**src/rtl/cv32e40p_print_uart_pkg.sv**
```systemverilog
// cv32e40p_print_uart_pkg
//   Shared types and helpers for the print-port-to-UART console bridge.
//   - tx_state_e    : transmitter FSM states
//   - DROP_CNT_W    : width of the saturating drop counter
//   - calc_divisor  : clock cycles per serial bit (integer divide)
package cv32e40p_print_uart_pkg;

    typedef enum logic [2:0] {
        IDLE,
        START,
        DATA,
        PARITY,
        STOP
    } tx_state_e;

    localparam int DROP_CNT_W = 16;

    function automatic int calc_divisor(input int clock_rate, input int baud_rate);
        return clock_rate / baud_rate;
    endfunction

endpackage

```
**src/rtl/cv32e40p_print_fifo.sv**
```systemverilog
// cv32e40p_print_fifo
//   Synchronous FIFO buffering console bytes ahead of the UART transmitter.
//   A push while full is accepted when a pop happens in the same cycle.
//   Ports:
//     clk, rst       clock, asynchronous active-high reset (pointers and level)
//     push, wdata    write request and data
//     pop, rdata     read request; rdata shows the head entry combinationally
//     full, empty    occupancy flags
//     level          entries currently held (0..DEPTH)
module cv32e40p_print_fifo #(
    parameter int WIDTH = 8,
    parameter int DEPTH = 16
) (
    input  logic                     clk,
    input  logic                     rst,
    input  logic                     push,
    input  logic [WIDTH-1:0]         wdata,
    input  logic                     pop,
    output logic [WIDTH-1:0]         rdata,
    output logic                     full,
    output logic                     empty,
    output logic [$clog2(DEPTH):0]   level
);

    localparam int AW = $clog2(DEPTH);
    localparam int LW = AW + 1;

    logic [WIDTH-1:0] mem [DEPTH];
    logic [AW-1:0]    wr_ptr;
    logic [AW-1:0]    rd_ptr;
    logic             do_push;
    logic             do_pop;

    assign empty   = (level == '0);
    assign full    = (level == LW'(DEPTH));
    assign do_pop  = pop & ~empty;
    // A slot frees up this cycle if the head is being popped.
    assign do_push = push & (~full | do_pop);
    assign rdata   = mem[rd_ptr];

    always_ff @(posedge clk or posedge rst) begin
        if (rst) begin
            wr_ptr <= '0;
            rd_ptr <= '0;
            level  <= '0;
        end else begin
            if (do_push) wr_ptr <= wr_ptr + 1'b1;
            if (do_pop)  rd_ptr <= rd_ptr + 1'b1;
            case ({do_push, do_pop})
                2'b10:   level <= level + 1'b1;
                2'b01:   level <= level - 1'b1;
                default: level <= level;
            endcase
        end
    end

    always_ff @(posedge clk) begin
        if (do_push) mem[wr_ptr] <= wdata;
    end

endmodule

```
**src/rtl/cv32e40p_print_uart_bridge.sv**
```systemverilog
// cv32e40p_print_uart_bridge
//   Buffered console path from the subsystem print port to a UART TX pin.
//   Bytes are queued in a FIFO, serialised LSB first with a configurable
//   frame, and bytes arriving while the FIFO is full are counted as drops.
//   Optional feature macro: PRINT_UART_PARITY_EN inserts a parity bit after
//   the data bits (sense chosen by PARITY_ODD).
//   Ports:
//     clk_i, rst_i    core clock, asynchronous active-high reset
//     print_valid_i   one-cycle strobe, byte available
//     print_wdata_i   print data, only [DATA_BITS-1:0] used
//     tx_o            UART serial out, idle high, driven from a flop
//     busy_o          FIFO non-empty or frame in progress
//     fifo_level_o    bytes currently held in the FIFO
//     drop_cnt_o      bytes discarded on a full FIFO, saturating
module cv32e40p_print_uart_bridge
    import cv32e40p_print_uart_pkg::*;
#(
    parameter int CLOCK_RATE = 100000000,
    parameter int BAUD_RATE  = 115200,
    parameter int FIFO_DEPTH = 16,
    parameter int DATA_BITS  = 8,
    parameter int STOP_BITS  = 1,
    parameter int PARITY_ODD = 0
) (
    input  logic                          clk_i,
    input  logic                          rst_i,
    input  logic                          print_valid_i,
    input  logic [31:0]                   print_wdata_i,
    output logic                          tx_o,
    output logic                          busy_o,
    output logic [$clog2(FIFO_DEPTH):0]   fifo_level_o,
    output logic [DROP_CNT_W-1:0]         drop_cnt_o
);

    localparam int DIVISOR = calc_divisor(CLOCK_RATE, BAUD_RATE);
    localparam int CNT_W   = (DIVISOR > 2) ? $clog2(DIVISOR) : 1;

    if (DIVISOR < 2) begin : g_bad_divisor
        $fatal(1, "cv32e40p_print_uart_bridge: DIVISOR must be at least 2");
    end
    if (FIFO_DEPTH < 2 || (FIFO_DEPTH & (FIFO_DEPTH - 1)) != 0) begin : g_bad_depth
        $fatal(1, "cv32e40p_print_uart_bridge: FIFO_DEPTH must be a power of two >= 2");
    end
    if (DATA_BITS < 5 || DATA_BITS > 8) begin : g_bad_data_bits
        $fatal(1, "cv32e40p_print_uart_bridge: DATA_BITS must be 5..8");
    end
    if (STOP_BITS < 1 || STOP_BITS > 2) begin : g_bad_stop_bits
        $fatal(1, "cv32e40p_print_uart_bridge: STOP_BITS must be 1 or 2");
    end

    tx_state_e            state;
    tx_state_e            state_next;
    logic [CNT_W-1:0]     baud_cnt;
    logic                 bit_tick;
    logic [2:0]           bit_idx;
    logic [DATA_BITS-1:0] shift_reg;
    logic                 parity_bit;
    logic                 tx_next;
    logic                 fifo_pop;
    logic                 fifo_full;
    logic                 fifo_empty;
    logic [DATA_BITS-1:0] fifo_rdata;
    logic                 unused_wdata;

    assign unused_wdata = ^print_wdata_i[31:DATA_BITS];

    cv32e40p_print_fifo #(
        .WIDTH (DATA_BITS),
        .DEPTH (FIFO_DEPTH)
    ) u_fifo (
        .clk   (clk_i),
        .rst   (rst_i),
        .push  (print_valid_i),
        .wdata (print_wdata_i[DATA_BITS-1:0]),
        .pop   (fifo_pop),
        .rdata (fifo_rdata),
        .full  (fifo_full),
        .empty (fifo_empty),
        .level (fifo_level_o)
    );

    assign fifo_pop = (state == IDLE) & ~fifo_empty;
    assign bit_tick = (baud_cnt == CNT_W'(DIVISOR - 1));
    assign busy_o   = (fifo_level_o != '0) | (state != IDLE);

    always_comb begin
        state_next = state;
        tx_next    = 1'b1;
        unique case (state)
            IDLE: begin
                if (!fifo_empty) state_next = START;
            end
            START: begin
                tx_next = 1'b0;
                if (bit_tick) state_next = DATA;
            end
            DATA: begin
                tx_next = shift_reg[0];
                if (bit_tick && bit_idx == 3'(DATA_BITS - 1)) begin
`ifdef PRINT_UART_PARITY_EN
                    state_next = PARITY;
`else
                    state_next = STOP;
`endif
                end
            end
            // Only reachable when the parity feature is built in.
            PARITY: begin
                tx_next = parity_bit;
                if (bit_tick) state_next = STOP;
            end
            STOP: begin
                if (bit_tick && bit_idx == 3'(STOP_BITS - 1)) state_next = IDLE;
            end
            default: state_next = IDLE;
        endcase
    end

    always_ff @(posedge clk_i or posedge rst_i) begin
        if (rst_i) begin
            state      <= IDLE;
            baud_cnt   <= '0;
            bit_idx    <= '0;
            tx_o       <= 1'b1;
            drop_cnt_o <= '0;
        end else begin
            state <= state_next;
            tx_o  <= tx_next;
            // Held at zero while idle so every frame starts with a full bit period.
            if (state == IDLE || bit_tick) baud_cnt <= '0;
            else                           baud_cnt <= baud_cnt + 1'b1;
            if (state_next != state) bit_idx <= '0;
            else if (bit_tick)       bit_idx <= bit_idx + 1'b1;
            if (print_valid_i && fifo_full && !fifo_pop && drop_cnt_o != '1)
                drop_cnt_o <= drop_cnt_o + 1'b1;
        end
    end

    always_ff @(posedge clk_i) begin
        if (fifo_pop) begin
            shift_reg  <= fifo_rdata;
            parity_bit <= (^fifo_rdata) ^ PARITY_ODD[0];
        end else if (state == DATA && bit_tick) begin
            shift_reg  <= shift_reg >> 1;
        end
    end

endmodule

```
**config.mk**
```make
export PLATFORM = sky130hd
export DESIGN_NAME = cv32e40p_print_uart_bridge
export DESIGN_NICKNAME = d
export VERILOG_FILES = /design/src/rtl/cv32e40p_print_uart_pkg.sv /design/src/rtl/cv32e40p_print_fifo.sv /design/src/rtl/cv32e40p_print_uart_bridge.sv
export SDC_FILE = /design/constraint.sdc
export NUM_CORES = 1
export LEC_CHECK = 0
export BUFFER_PORTS_ARGS = -buffer_cell sky130_fd_sc_hd__buf_2
export CORE_MARGIN = 2
export CORE_UTILIZATION = 40
export CTS_CLUSTER_SIZE = 20
export DETAILED_ROUTE_END_ITERATION = 16
export HOLD_SLACK_MARGIN = 0.05
export RECOVER_POWER = 100
export SLEW_MARGIN = 0
export SYNTH_ARGS = -nofsm -noshare
export SYNTH_HDL_FRONTEND = slang
export SYNTH_SLANG_ARGS = --single-unit
```
**constraint.sdc**
```tcl
create_clock -name clk_i -period 3.9 [get_ports clk_i]
set_input_delay 0 -clock clk_i [delete_from_list [all_inputs] [get_ports clk_i]]
set_output_delay 0 -clock clk_i [all_outputs]
set_load 0.02 [all_outputs]
```
# After elaboration in Yosys (flattened, before gate mapping)
# Memory sizes are Yosys's and may differ from the RTL's.
# Index checks and enable logic that the tools add are counted.
totals:
  mem_bits_rw: 128
  reg_bits: 55
  output_inout_bits: 23
  mem_count: 1
classes:
  addsub: 7
  eq_ne: 11
  muxes: 15
  n_bitwise: 7
  reduce_logical: 17
mem_list:
  columns: ["memory", "depth", "width", "read_ports", "rd_clocked_by_memory_dff", "wr", "line", "text"]
  rows:
  - ["u_fifo.mem", 16, 8, 1, 0, 1, "cv32e40p_print_fifo.sv:28", "logic [WIDTH-1:0] mem [DEPTH];"]
ops:
  columns: ["cell", "n"]
  rows:
  - ["3-bit 2-to-1 mux", 7]
  - ["16-bit by 1-bit adder with 16-bit output (second input constant)", 1]
  - ["8-bit 2-to-1 mux", 2]
  - ["16-bit != test (second input constant)", 1]
  - ["3-bit one-hot mux with 5 select lines", 1]
  - ["10-bit by 1-bit adder with 10-bit output (second input constant)", 1]
  - ["10-bit == test (second input constant)", 1]
  - ["10-bit 2-to-1 mux", 1]
  - ["5-bit one-hot mux with 2 select lines", 1]
  - ["4-bit by 1-bit adder with 4-bit output (second input constant)", 2]
  - ["8-bit parity", 1]
  - ["3-bit by 2-bit == test with 1-bit output (second input constant)", 2]
  - ["3-bit == test (second input constant)", 2]
  - ["1-bit logical AND", 6]
  - ["3-bit logical NOT", 2]
  - ["2-bit nonzero test", 3]
  - ["5-bit by 1-bit adder with 5-bit output (second input constant)", 1]
  - ["5-bit == test (second input constant)", 1]
  - ["5-bit logical NOT", 1]
  - ["5-bit nonzero test", 1]
  - ["5-bit by 1-bit subtractor with 5-bit output (second input constant)", 1]
  - ["3-bit by 1-bit adder with 3-bit output (second input constant)", 1]
  - ["1-bit bitwise AND", 3]
  - ["3-bit by 1-bit == test with 1-bit output (second input constant)", 1]
  - ["10 further kinds", 13]

# Logic depth before layout (Yosys ltp)
# Gate-level depths: netlist of the first run.
logic_depth:
  word_depth: 8
  ltp_mapped: 12
  ltp_nobuf: 11

# By module
# A second synthesis of the first run with hierarchy kept.
unflattened:
  cells_unflattened: 488
  hier_area_um2: 7932.6
by_module_without_submodules:
  columns: ["mod", "cells_per_inst", "instances", "area_per_inst_um2"]
  rows:
  - ["cv32e40p_print_fifo", 298, 1, 5750.5]
  - ["cv32e40p_print_uart_bridge", 190, 1, 2182.1]

# Worst setup path after synthesis of the first run
# Ideal clock, no wire load.
synth_path:
  path_kind: "reg2reg"
  start: "register baud_cnt[0]"
  end: "register shift_reg[0] (enable)"
  period_less_slack_ns: 3.117
  stages_incl_launch_ff: 6
  arrival_time_ns: 2.698
  path_slack_ns: 0.783
  cell_sequence: "dfrtp_1 > ha_1 > nor4bb_1 > nand4_1 > clkbuf_1 > a2111oi_0"
synth_via:
  elab_chain_len: 3
synth_rtl:
  columns: ["element", "line", "text"]
  rows:
  - ["start, declared", "cv32e40p_print_uart_bridge.sv:53", "logic [CNT_W-1:0] baud_cnt;"]
  - ["start signal, assigned", "cv32e40p_print_uart_bridge.sv:131", "else baud_cnt <= baud_cnt + 1'b1;"]
  - ["10-bit == test", "cv32e40p_print_uart_bridge.sv:83", "assign bit_tick = (baud_cnt == CNT_W'(DIVISOR - 1));"]
  - ["1-bit logical AND", "cv32e40p_print_uart_bridge.sv:143", "end else if (state == DATA && bit_tick) begin"]
  - ["2-bit nonzero test (no line)", null, null]
  - ["end signal, assigned", "cv32e40p_print_uart_bridge.sv:141", "shift_reg <= fifo_rdata;"]
  - ["end signal, assigned", "cv32e40p_print_uart_bridge.sv:144", "shift_reg <= shift_reg >> 1;"]
  - ["end, declared", "cv32e40p_print_uart_bridge.sv:56", "logic [DATA_BITS-1:0] shift_reg;"]
# No other way between the ends.
# A chain may end at the register's enable or synchronous reset.

# Worst setup path in the final report of the first run
layout_path:
  start: "register u_fifo.rd_ptr[0]"
  end: "register parity_bit, data pin"
layout_via:
  elab_chain_len: 2
layout_rtl:
  columns: ["element", "line", "text"]
  rows:
  - ["start, declared", "cv32e40p_print_fifo.sv:30", "logic [AW-1:0] rd_ptr;"]
  - ["start signal, assigned", "cv32e40p_print_fifo.sv:48", "if (do_pop) rd_ptr <= rd_ptr + 1'b1;"]
  - ["memory 16 x 8 bit", null, null]
  - ["8-bit parity", "cv32e40p_print_uart_bridge.sv:142", "parity_bit <= (^fifo_rdata) ^ PARITY_ODD[0];"]
  - ["end signal, assigned", "cv32e40p_print_uart_bridge.sv:142", null]
  - ["end, declared", "cv32e40p_print_uart_bridge.sv:57", "logic parity_bit;"]
# No other way between the ends.

==> run metrics, run 1 <==
failing checks max-capacitance violations, max-slew violations; number of global-route vias before repair 4264; Mapped Area 7725 um2; WL final 14180 um; sequential area share after synthesis 68.17%; logic gate share of total power 29.1%; final setup fails 0; Detailed Place HPWL 9475 um; clock share of power 27.3%; final std cells w/o fill 825; fin crit share 82.94%; launch point of the critical path u_fifo.rd_ptr[0]$_DFFE_PP0N_; mean post-synth cell area 15.93 um2; Largest register FFs 128; sequential power share 43.6%; # fillers 1656; commonest cells after routing, fill and taps aside edfxtp_1 (137), clkbuf_1 (52), nand2_1 (50), dfrtp_1 (45), nor2_1 (37); clock-pin slew on the worst setup and hold paths 0.07 ns; # H-tree levels 4; ys flop type edfxtp_1; Post-Syn Instances 485; total of max-cap violations 1; switching share of power 31.34%; CTS root buf clkbuf_16; Ports 58; Clock Tree Buf Depth 2; 1st-iter DRT viols 313; async set or reset register ratio after synthesis 25.14%; Switch Pwr 1.900 mW; final max-slew violation count 47; antenna viol nets, final 0; Internal 4.162 mW; reg-to-reg endpoint parity_bit$_DFFE_PN_; R2R Setup Slk 0.67 ns; layout cell share with drive strength beyond 1 11.86%; critical path endpoint parity_bit$_DFFE_PN_; post-route cell area 8818 um2; gr ovfl total 0; FP Rows 50; outcome complete, but fails checks; VDD IR max 0.4476 mV; post-layout min period 3.235 ns; Die W 143.0 um; worst skew pair latency 0.43 ns; area delta synth->final 14.16%; clock sink count 183; Clock Skew 0.01826 ns; Leak 3.210 nW; Hold Crit Start print_valid_i; Net count, final 602; first-pass GRT wire length 23010 um; core area 18830 um2; die area 20440 um2; crit-path max FO 14; Die Y 143.0 um; Crit Reg-Reg Startpoint u_fifo.rd_ptr[0]$_DFFE_PP0N_; Largest Register u_fifo.mem; Worst Path Required 4.07 ns; Slew @ Worst Pin 1.800 ns; Overall Global Routing Usage 14.96%; Starting Density 41.02%; Slew HR -20.13%; setup TNS 0 ns; Setup CP Type reg2reg; drt drc 0; syn_nets 535; CP arrival 3.40 ns; Post-synth EDFFs 137; number of gates resized after CTS 0; Placer Congestion 0.7906; Worst setup SP type flop; Reg2Reg Depth 6; Regs by FF count u_fifo.mem: 128 flops, drop_cnt_o: 16 flops, baud_cnt: 10 flops; largest net degree at the start of global routing 47; Pwr Density 687.4 nW/um2; flops & latches, synth 183; Via density 5.046; CTS tree done; Unique masters post-synth 54; Hold Path Class in2reg; count of final hold-check violations 0; initial antenna violation count 0; vias post-DR 4163; DRT Pass-1 Iters 4; RSZ-0062 raised after global routing no; Final Util 46.83%; wire per inst 17.18 um; Placed Instances 784; CTS Buf Count 17; I/O Buffers 33; Crit. End Element flop; Tot Pwr 6.062 mW; Placed Area 8289 um2; fmax 0.3091 GHz; most common cell after layout, fill and taps aside edfxtp_1; synth warn 0; # diodes 0
==> metrics by stage <==
stage / hold WS (ns) / setup WS (ns)
global placement: 0.2873 / 0.8648
global route: 0.1277 / 0.3959
CTS: 0.06402 / 0.8243
floorplan: 0.09887 / 0.7825
detailed placement: 0.3001 / 0.8431
finish: 0.06413 / 0.6653
==> synthesized netlist by cell type, types with 2 or more instances <==
cell type	number	area, um2
edfxtp_1	137	4114
nand2_1	50	187.7
dfrtp_1	45	1126
nor2_1	37	138.9
mux4_2	27	608.1
xnor2_1	24	210.2
mux2i_1	16	160.2
ha_1	14	175.2
xor2_1	13	113.9
nor3_1	9	45.04
clkbuf_1	8	30.03
inv_1	8	30.03
a221oi_1	7	61.31
nand4_1	7	43.79
a21oi_1	6	30.03
nand3_1	6	30.03
and3_1	5	31.28
o21ai_0	5	25.02
a22oi_1	4	30.03
a21o_1	3	22.52
and2_1	3	18.77
and4_1	3	26.28
buf_1	3	11.26
nand2b_1	3	18.77
nor2b_1	3	18.77
o21ai_1	3	15.01
a31oi_1	2	12.51
buf_6	2	22.52
buf_8	2	30.03
mux4_1	2	52.55
nor3b_1	2	15.01
nor4_1	2	12.51
or3_1	2	12.51
xnor2_2	2	32.53
==> area by class of cell <==
| type | count | area (um2) | share of cell area [%] |
|---|---|---|---|
| sequential | 183 | 5266 | 59.72 |
| clock inverter | 14 | 138.9 | 1.575 |
| inverter | 10 | 37.54 | 0.4257 |
| timing repair buffer | 65 | 326.6 | 3.703 |
| clock buffer | 18 | 429.2 | 4.867 |
| multi-input combinational | 275 | 2295 | 26.02 |
| tap | 260 | 325.3 | 3.689 |
==> power groups by stage <==
| stage | sequential (mW) | combinational [mW] | clock, mW |
|---|---|---|---|
| after floorplan | 2.61 | 1.46 | 0 |
| after global placement | 2.67 | 1.80 | 0 |
| after detailed placement | 2.68 | 1.83 | 0 |
| after CTS | 2.64 | 1.85 | 1.69 |
| after global routing | 2.68 | 1.95 | 1.76 |
| final | 2.64 | 1.76 | 1.66 |
==> routing by layer <==
layer  vias up  part of all wire (%)  GRT usage [%]
li1       1970                     -              -
met1      2104                    45          20.35
met2        84                    50          24.50
met3         5                   4.5          3.521
met4         0                  0.55          3.596
met5         -                     0              0
==> worst min-delay path by stage <==
stage,endpoint,cells past startpoint
after floorplan,u_fifo.mem[0][0]$_DFFE_PP_,0
after global routing,drop_cnt_o[1]$_DFFE_PP0P_,5
after CTS,u_fifo.wr_ptr[0]$_DFFE_PP0P_,5
after global placement,drop_cnt_o[4]$_DFFE_PP0P_,2
final,drop_cnt_o[1]$_DFFE_PP0P_,5
after detailed placement,drop_cnt_o[5]$_DFFE_PP0P_,2
==> cell families (layout without fill, tap and decap cells) <==
group | Yosys count | in the layout | share of synthesized area (%)
DFF | 183 | 183 | 68.17
and+or+nand+nor | 136 | 136 | 8.180
muxes | 46 | 46 | 10.77
xor gates and xnor gates | 40 | 40 | 4.908
AOI/OAI and AO/OA | 38 | 38 | 3.418
buffers and inverters | 27 | 107 | 2.024
adders and majority gates | 15 | 15 | 2.527
==> repair_timing <==
| item | CTS | global route |
|---|---|---|
| setup buffers | 0 | 0 |
| hold buffers | 9 | 0 |
| hold endpoints to repair | 173 | 0 |
| setup endpoints to repair | 0 | 0 |
==> critical path, stage by stage (launching register included) <==
cell and delay (ns):
dfrtp_1 0.93, clkbuf_1 0.36, mux4_2 0.56, mux4_2 0.53
xnor2_1 0.19, xnor2_1 0.15, xnor3_1 0.24
(Power assumes the default switching activity.)
==> inputs of run 2 (changes only) <==
==> constraint.sdc (replaced) <==
create_clock -name clk_i -period 3 [get_ports clk_i]
set_input_delay 0 -clock clk_i [delete_from_list [all_inputs] [get_ports clk_i]]
set_output_delay 0 -clock clk_i [all_outputs]
set_load 0.02 [all_outputs]
==> run 2 against run 1 <==
Against the previous run:
- the flow still finishes with violations (max-capacitance violations, max-slew violations)
- global-route usage rose by 0.52 points
- register-to-register slack lost 0.43 ns
- critical path depth grew 5
- critical path type unchanged
- critical endpoint is now u_fifo.level[4]$_DFFE_PP0P_
==> run metrics, run 2 (same netlist as run 1, synthesis figures left out) <==
outcome complete, but fails checks; failing checks max-capacitance violations, max-slew violations; CTS root buf clkbuf_16; Clock Skew 0.007883 ns; vias post-DR 4202; R2R Setup Slk 0.23 ns; drt drc 0; count of final hold-check violations 0; I/O Buffers 33; Largest register FFs 128; Die W 143.0 um; Hold Path Class in2reg; largest net degree at the start of global routing 47; Crit Reg-Reg Startpoint u_fifo.level[0]$_DFFE_PP0P_; Overall Global Routing Usage 15.48%; Regs by FF count u_fifo.mem: 128 flops, drop_cnt_o: 16 flops, baud_cnt: 10 flops; Internal 5.674 mW; worst skew pair latency 0.42 ns; Placer Congestion 0.7747; Detailed Place HPWL 9692 um; DRT Pass-1 Iters 6; reg-to-reg endpoint u_fifo.level[4]$_DFFE_PP0P_; # fillers 1621; clock share of power 28.2%; initial antenna violation count 0; Largest Register u_fifo.mem; CTS Buf Count 17; Net count, final 609; CP arrival 3.07 ns; clock sink count 183; Pwr Density 907.0 nW/um2; core area 18830 um2; Post-CTS Setup Inserts 0; Die Y 143.0 um; 1st-iter DRT viols 199; clock-pin slew on the worst setup and hold paths 0.07 ns; switching share of power 30.65%; antenna viol nets, final 0; Switch Pwr 2.507 mW; Setup CP Type reg2reg; area delta synth->final 16.76%; crit-path max FO 12; die area 20440 um2; logic gate share of total power 30.5%; final max-slew violation count 47; WL final 14630 um; commonest cells after routing, fill and taps aside edfxtp_1 (137), nand2_1 (50), dfrtp_1 (44), nor2_1 (37), clkbuf_1 (32); Worst setup SP type flop; fin crit share 92.19%; Clock Tree Buf Depth 2; fmax 0.3616 GHz; layout cell share with drive strength beyond 1 17.13%; # H-tree levels 4; Starting Density 41.02%; gr ovfl total 0; first-pass GRT wire length 23540 um; Final Util 47.90%; Reg2Reg Depth 11; setup TNS 0 ns; Via density 5.050; sequential power share 41.3%; Worst Path Required 3.30 ns; CTS tree done; post-layout min period 2.766 ns; VDD IR max 0.4734 mV; Slew HR -16.87%; Slew @ Worst Pin 1.751 ns; wire per inst 17.58 um; # diodes 0; number of global-route vias before repair 4269; FP Rows 50; final setup fails 0; most common cell after layout, fill and taps aside edfxtp_1; Crit. End Element flop; Ports 58; critical path endpoint u_fifo.level[4]$_DFFE_PP0P_; total of max-cap violations 1; launch point of the critical path u_fifo.level[0]$_DFFE_PP0P_; Leak 3.363 nW
## run 2: cell count changes in the layout (fill, tap and decap cells not counted), moves of 2 or more
cell	before	now
clkbuf_1	52	32
clkinvlp_4	3	0
buf_4	2	26
bufinv_16	1	3
## run 2: worst min path at each step
stage	start	end	slack, ns	depth (start not counted)
3_5_place_dp	rst_i	u_fifo.rd_ptr[0]$_DFFE_PP0N_	0.30	2
3_3_place_gp	rst_i	u_fifo.rd_ptr[3]$_DFFE_PP0N_	0.30	2
5_1_grt	print_valid_i	drop_cnt_o[1]$_DFFE_PP0P_	0.1	5
6_report	print_valid_i	drop_cnt_o[1]$_DFFE_PP0P_	0.07	5
2_1_floorplan	print_wdata_i[0]	u_fifo.mem[0][0]$_DFFE_PP_	0.1	0
4_1_cts	print_valid_i	drop_cnt_o[1]$_DFFE_PP0P_	0.06	5
## run 2: what timing repair did
action | 4_1_cts | 5_1_grt
hold buffers | 9 | 0
endpoints found under the hold margin | 173 | 0
setup endpoints to repair | 0 | 1
resized for setup | 0 | 1
## run 2: metrics by stage
step	power [mW]	hold WS (ns)	setup slack [ns]	cells	cell area (um2)
CTS	8.291	0.06161	0.1641	832	9059
global placement	5.899	0.2966	0.2301	791	8354
floorplan	5.296	0.09887	0.04717	485	7726
finish	8.182	0.07033	0.2343	832	9020
detailed placement	5.942	0.3046	0.2077	791	8354
global route	8.613	0.09590	-0.02519	832	9020
## run 2: worst max-delay path, cell delays in order (launching register included)
cell and delay [ns]:
dfrtp_1 0.46, nor4_2 0.36, nand2b_1 0.13, nand2_1 0.12, inv_2 0.11, ha_1 0.29
fa_1 0.43, a21o_1 0.20, a21oi_1 0.19, xor2_1 0.17, nor2_1 0.06, xor2_1 0.14
## run 2: power by group through the flow
stage	clock, mW	sequential, mW	combinational, mW
2_1_floorplan	0	3.39	1.90
3_3_place_gp	0	3.40	2.50
3_5_place_dp	0	3.42	2.52
4_1_cts	2.36	3.37	2.56
5_1_grt	2.46	3.42	2.73
6_report	2.31	3.38	2.50
## run 2: layer usage
layer  wire length (um)  track usage [%]  vias to the layer above  share of wire (%)
met4                141            3.908                        0               0.96
met5                  0                0                        -                  0
met3                564            3.890                        8                3.9
met2               7121            25.18                       74                 49
met1               6800            20.97                     2136                 46
li1                   -                -                     1984                  -
## run 2: cell type report
class	count	area [um2]	share of cell area [%]
clock buffer	17	425.4	4.716
multi-input combinational	275	2315	25.66
inverter	10	37.54	0.4161
tap	260	325.3	3.607
clock inverter	15	188.9	2.095
timing repair buffer	72	460.4	5.105
sequential	183	5268	58.40
